## config.mk

```make
export PLATFORM = sky130hd
export DESIGN_NAME = hms_timekeeper
export DESIGN_NICKNAME = d
export VERILOG_FILES = /design/src/rtl/hms_timekeeper.sv
export SDC_FILE = /design/constraint.sdc
export NUM_CORES = 1
export LEC_CHECK = 0
export BUFFER_PORTS_ARGS = -buffer_cell sky130_fd_sc_hd__buf_2
export CAP_MARGIN = 10
export CELL_PAD_IN_SITES_DETAIL_PLACEMENT = 1
export CELL_PAD_IN_SITES_GLOBAL_PLACEMENT = 1
export CORE_MARGIN = 2
export CORE_UTILIZATION = 45
export CTS_CLUSTER_SIZE = 40
export DETAILED_ROUTE_END_ITERATION = 10
export PLACE_DENSITY_LB_ADDON = 0.08
export SETUP_SLACK_MARGIN = 0.4
export SLEW_MARGIN = 20
export SYNTH_ARGS = -nofsm -noshare
export SYNTH_HDL_FRONTEND = slang
export SYNTH_SLANG_ARGS = --single-unit
export TNS_END_PERCENT = 30
```

## constraint.sdc

```tcl
create_clock -name clk -period 3 [get_ports clk]
set_clock_uncertainty 0.05 [all_clocks]
set_input_delay 0.15 -clock clk [delete_from_list [all_inputs] [get_ports clk]]
set_output_delay 0.15 -clock clk [all_outputs]
set_load 0.05 [all_outputs]
```

## src/rtl/hms_timekeeper.sv

```systemverilog
// rtl/hms_timekeeper.sv - 1 Hz sec/min/hour time-of-day core with plus/minus field edits.
// Optional TWELVE_HOUR_EN maps the hours output to 1..12 and drives pm.
module hms_timekeeper #(
    parameter int CLK_HZ = 50_000_000,
    localparam int PS_W = $clog2(CLK_HZ)
) (
    input  logic       clk,
    input  logic       reset_n,
    input  logic       run,
    input  logic [2:0] select,
    input  logic       plus,
    input  logic       minus,
    output logic [5:0] secs,
    output logic [5:0] mins,
    output logic [5:0] hours,
    output logic       pm,
    output logic       tick_1hz
);

    logic [PS_W-1:0] ps;
    logic            tick_r;
    logic            pending;
    logic [5:0]      sec_r;
    logic [5:0]      min_r;
    logic [5:0]      hr_r;

    logic sel_onehot;
    logic edit_valid;
    logic edit_secs;
    logic ps_wrap;
    logic adv;

    function automatic logic [5:0] step_field(input logic [5:0] v, input logic [5:0] max_v,
                                              input logic up);
        if (up)
            return (v == max_v) ? 6'd0 : v + 6'd1;
        else
            return (v == 6'd0) ? max_v : v - 6'd1;
    endfunction

    assign sel_onehot = (select == 3'b001) || (select == 3'b010) || (select == 3'b100);
    assign edit_valid = sel_onehot && (plus ^ minus);
    assign edit_secs  = edit_valid && select[0];
    assign ps_wrap    = run && (ps == PS_W'(CLK_HZ - 1));
    assign adv        = tick_r | pending;

    always_ff @(posedge clk or negedge reset_n) begin
        if (!reset_n) begin
            ps       <= '0;
            tick_r   <= 1'b0;
            pending  <= 1'b0;
            tick_1hz <= 1'b0;
            sec_r    <= 6'd0;
            min_r    <= 6'd0;
            hr_r     <= 6'd0;
        end else begin
            // A seconds edit restarts the period, so a wrap in that same cycle is discarded.
            if (edit_secs)
                ps <= '0;
            else if (run)
                ps <= ps_wrap ? '0 : ps + PS_W'(1);
            tick_r <= ps_wrap && !edit_secs;

            if (edit_valid) begin
                // Edits win the cycle; any due second waits in pending (at most one).
                pending  <= adv;
                tick_1hz <= 1'b0;
                case (select)
                    3'b001:  sec_r <= step_field(sec_r, 6'd59, plus);
                    3'b010:  min_r <= step_field(min_r, 6'd59, plus);
                    3'b100:  hr_r  <= step_field(hr_r, 6'd23, plus);
                    default: ;
                endcase
            end else if (adv) begin
                pending  <= 1'b0;
                tick_1hz <= 1'b1;
                if (sec_r == 6'd59) begin
                    sec_r <= 6'd0;
                    if (min_r == 6'd59) begin
                        min_r <= 6'd0;
                        hr_r  <= (hr_r == 6'd23) ? 6'd0 : hr_r + 6'd1;
                    end else begin
                        min_r <= min_r + 6'd1;
                    end
                end else begin
                    sec_r <= sec_r + 6'd1;
                end
            end else begin
                tick_1hz <= 1'b0;
            end
        end
    end

    assign secs = sec_r;
    assign mins = min_r;

`ifdef TWELVE_HOUR_EN
    always_comb begin
        hours = hr_r;
        if (hr_r == 6'd0)
            hours = 6'd12;
        else if (hr_r > 6'd12)
            hours = hr_r - 6'd12;
    end
    assign pm = (hr_r >= 6'd12);
`else
    assign hours = hr_r;
    assign pm    = 1'b0;
`endif

endmodule

```

==> out/metrics.yaml <==
routing:
  vias: 3133
  drcViolationCount: 0
  wl_per_cell_um: 17.55
  routed_wl_mm: 9.110
  ant_nets: 0
  drtIter0Drc: 129
  viasPerCell: 6.037
  drt_pass1_iterations: 4
power:
  p_leak_nw: 1.541
  ir_drop_mv: 0.4151
  p_total_mw: 2.695
  power_density_mw_per_mm2: 715.2
global_routing:
  antenna_found_initial: 0
  grt_max_degree: 25
  grt.overflow.total: 0
  grt_pass1_wl_mm: 15.48
  grt_pass1_vias: 3075
  grt_usage: 0.2235
die:
  die_height_um: 92.17
  die-width_um: 92.17
  initial_core_util: 0.4575
  ios: 28
  rows: 32
  dieArea_mm2: 0.008495
  core_mm2: 0.007647
timing:
  fin_crit_sh: 0.7291
  final_hold_viol_count: 0
  period_minus_slack_ns: 2.187
  tightest_slew_ns: 0.7567
  rsz0062_at_grt: "no"
  setup_violations: 0
  holdWs_ns: 0.1407
  maxSlewViolCount: 0
  fin_setup_tns_ns: 0
  fmax_mhz: 457.2
  relSlewSlack: 0.4940
cells_and_area:
  synthToLayoutAreaGrowth_pct: 7.725
  n_antenna_cell: 0
  drive_above_1_share: 0.1415
  nFillCells: 932
  final_cell_mix: "47 x dfrtp_1, 33 x nor2_1, 29 x nand2_1"
  final_common_cell: "dfrtp_1"
  nets: 435
synth:
  syn_area_per_cell_um2: 8.681
  synth_edf_count: 0
  ys_async_sr_fraction: 1.000
  syn_area_mm2: 0.003498
  synth_flop_cell: "dfrtp_1"
  muxShareOfSynthArea: 0.01288
  synth_top_family_by_area: "simple AND/OR/NAND/NOR gates"
  synthSimpleGateAreaFrac: 0.2679
  synth_compound_area_frac: 0.2203
  yosys.area_share.xor_xnor: 0.05937
  yosys_register_bits: 47
  synth_seq_area_share: 0.3362
  synth.distinct_cells: 69
  synthCells: 403
  yosysWarningCount: 0
  syn_nets: 422
  synth-adder-area-share: 0.03934
placement:
  place.gp.congestion: 0.8380
  port_buffers: 26
  dpl.hpwl_mm: 6.634
clock_network:
  cts_buffer_depth: 2
  cts_tree: "built"
  cts_root_buf: "clkbuf_8"
  clkTransAtPathRegs_ns: 0.09
  htreeDepth: 2
  clock_sinks: 47
  clock_latency_ns: 0.30
  postCtsSetupRepairBufs: 0
  cts_buffers: 5
critical_path:
  cp_common_cell: "and3_1"
  r2r_start: "ps[6]$_DFFE_PN0P_"
  cpMaxStageDelayCell: "and3_1"
  crit_buf_inv: 0
  rrSetupSlack_ns: 0.81
  critPathKind: "register to register"
  worstPathRequired_ns: 3.18
  crit_fanout: 16
  r2r-end: "ps[21]$_DFFE_PN0P_"
  slowest_delay_ns: 0.56
  worstRegToRegCells: 5
  critPathLaunchType: "register"
  endpoint_kind: "register"
  cp.arrival_ns: 2.37
  cp_top_family: "simple AND/OR/NAND/NOR gates"
  path_cells: "and3_1, and3_1, nand3_1, or4_1, a21oi_1"
hold_path:
  min_path_cells: 3
  hp-class: "primary input to register"
  hold_end: "ps[0]$_DFFE_PN0P_"
  min_from: "run"
run:
  drv_cap: 0
status:
  status: "finished clean"
routing by layer:
metal  up-vias  wire length, um  global-route usage
li1       1515                -                   -
met1      1579             4217              0.2990
met2        35             4647              0.3909
met3         4              187             0.02712
met4         0               57             0.04353
met5         -                0                   0
kinds of logic (layout without fill, tap and decap cells):
logic type | after synthesis | in the layout
xor+xnor | 22 | 22
mux | 4 | 4
other cells | 1 | 1
simple gates | 171 | 171
fa+ha+maj | 11 | 11
compound gates | 108 | 108
buf+inv | 39 | 53
flops | 47 | 47
cells in the mapped netlist (3+ instances only):
cell type  number  area [um^2]
dfrtp_1        47         1176
nor2_1         33        123.9
nand2_1        29        108.9
a21oi_1        25        125.1
o21ai_0        23        115.1
nand3_1        22        110.1
nor3_1         15        75.07
nand4_1        14        87.58
inv_1          12        45.04
ha_1           11        137.6
xnor2_1        10        87.58
xor2_1         10        87.58
nor2b_1         9        56.30
buf_2           8        40.04
clkbuf_1        8        30.03
or3_1           8        50.05
a31oi_1         7        43.79
and3_1          6        37.54
buf_6           6        67.56
a211oi_1        5        37.54
a21o_1          5        37.54
a41oi_1         5        43.79
and2_1          5        31.28
buf_4           5        37.54
nor4_1          5        31.28
a22oi_1         4        30.03
nand3b_1        4        30.03
o22a_1          4        35.03
a211o_1         3        26.28
mux2i_1         3        30.03
o211ai_1        3        22.52
what timing repair did:
| item | CTS | global route |
|---|---|---|
| resized for setup | 0 | 0 |
| hold endpoints to repair | 23 | 0 |
| hold buffers | 1 | 0 |
power breakdown:
group          internal [mW]  total (mW)  switching (mW)
sequential             0.751        1.01           0.256
clock                  0.333       0.558           0.225
combinational          0.367        1.13           0.763
total                   1.45        2.70            1.24
flip-flops by register name (all words and copies together) (netlist names):
name      cells
mins          6
tick_r        1
ps           26
hours         6
secs          6
pending       1
tick_1hz      1
area by class of cell:
type	count	area [um^2]	area share
tap	102	127.6	0.03386
multi-input combinational	317	2102	0.5578
sequential	47	1176	0.3121
clock buffer	6	72.57	0.01926
clock inverter	2	60.06	0.01594
timing repair buffer	33	185.2	0.04914
inverter	12	45.04	0.01195
metrics by stage:
step	setup WS, ns	util	instances	area [um^2]
3_5_place_dp	0.8551	0.4741	510	3626
4_1_cts	0.8271	0.4928	519	3769
2_1_floorplan	0.8498	-	403	3498
6_report	0.8127	0.4928	519	3769
5_1_grt	0.6418	0.4928	519	3769
3_3_place_gp	0.8878	0.4741	510	3626
worst register-to-register path: stages (launching register included):
cell and delay, ns:
dfrtp_1 0.43, and3_1 0.29, and3_1 0.56, nand3_1 0.13
or4_1 0.49, a21oi_1 0.16
worst max-delay path by stage:
stage / from / end / cells past startpoint
after floorplan: hours[0]$_DFFE_PN0P_ / hours[2]$_DFFE_PN0P_ / 7
after global placement: ps[0]$_DFFE_PN0P_ / ps[21]$_DFFE_PN0P_ / 6
after detailed placement: ps[0]$_DFFE_PN0P_ / ps[21]$_DFFE_PN0P_ / 6
after CTS: ps[0]$_DFFE_PN0P_ / ps[21]$_DFFE_PN0P_ / 6
after global routing: mins[0]$_DFFE_PN0P_ / hours[1]$_DFFE_PN0P_ / 6
final: ps[6]$_DFFE_PN0P_ / ps[21]$_DFFE_PN0P_ / 5
Note: power is estimated with default switching activity, not from simulation.
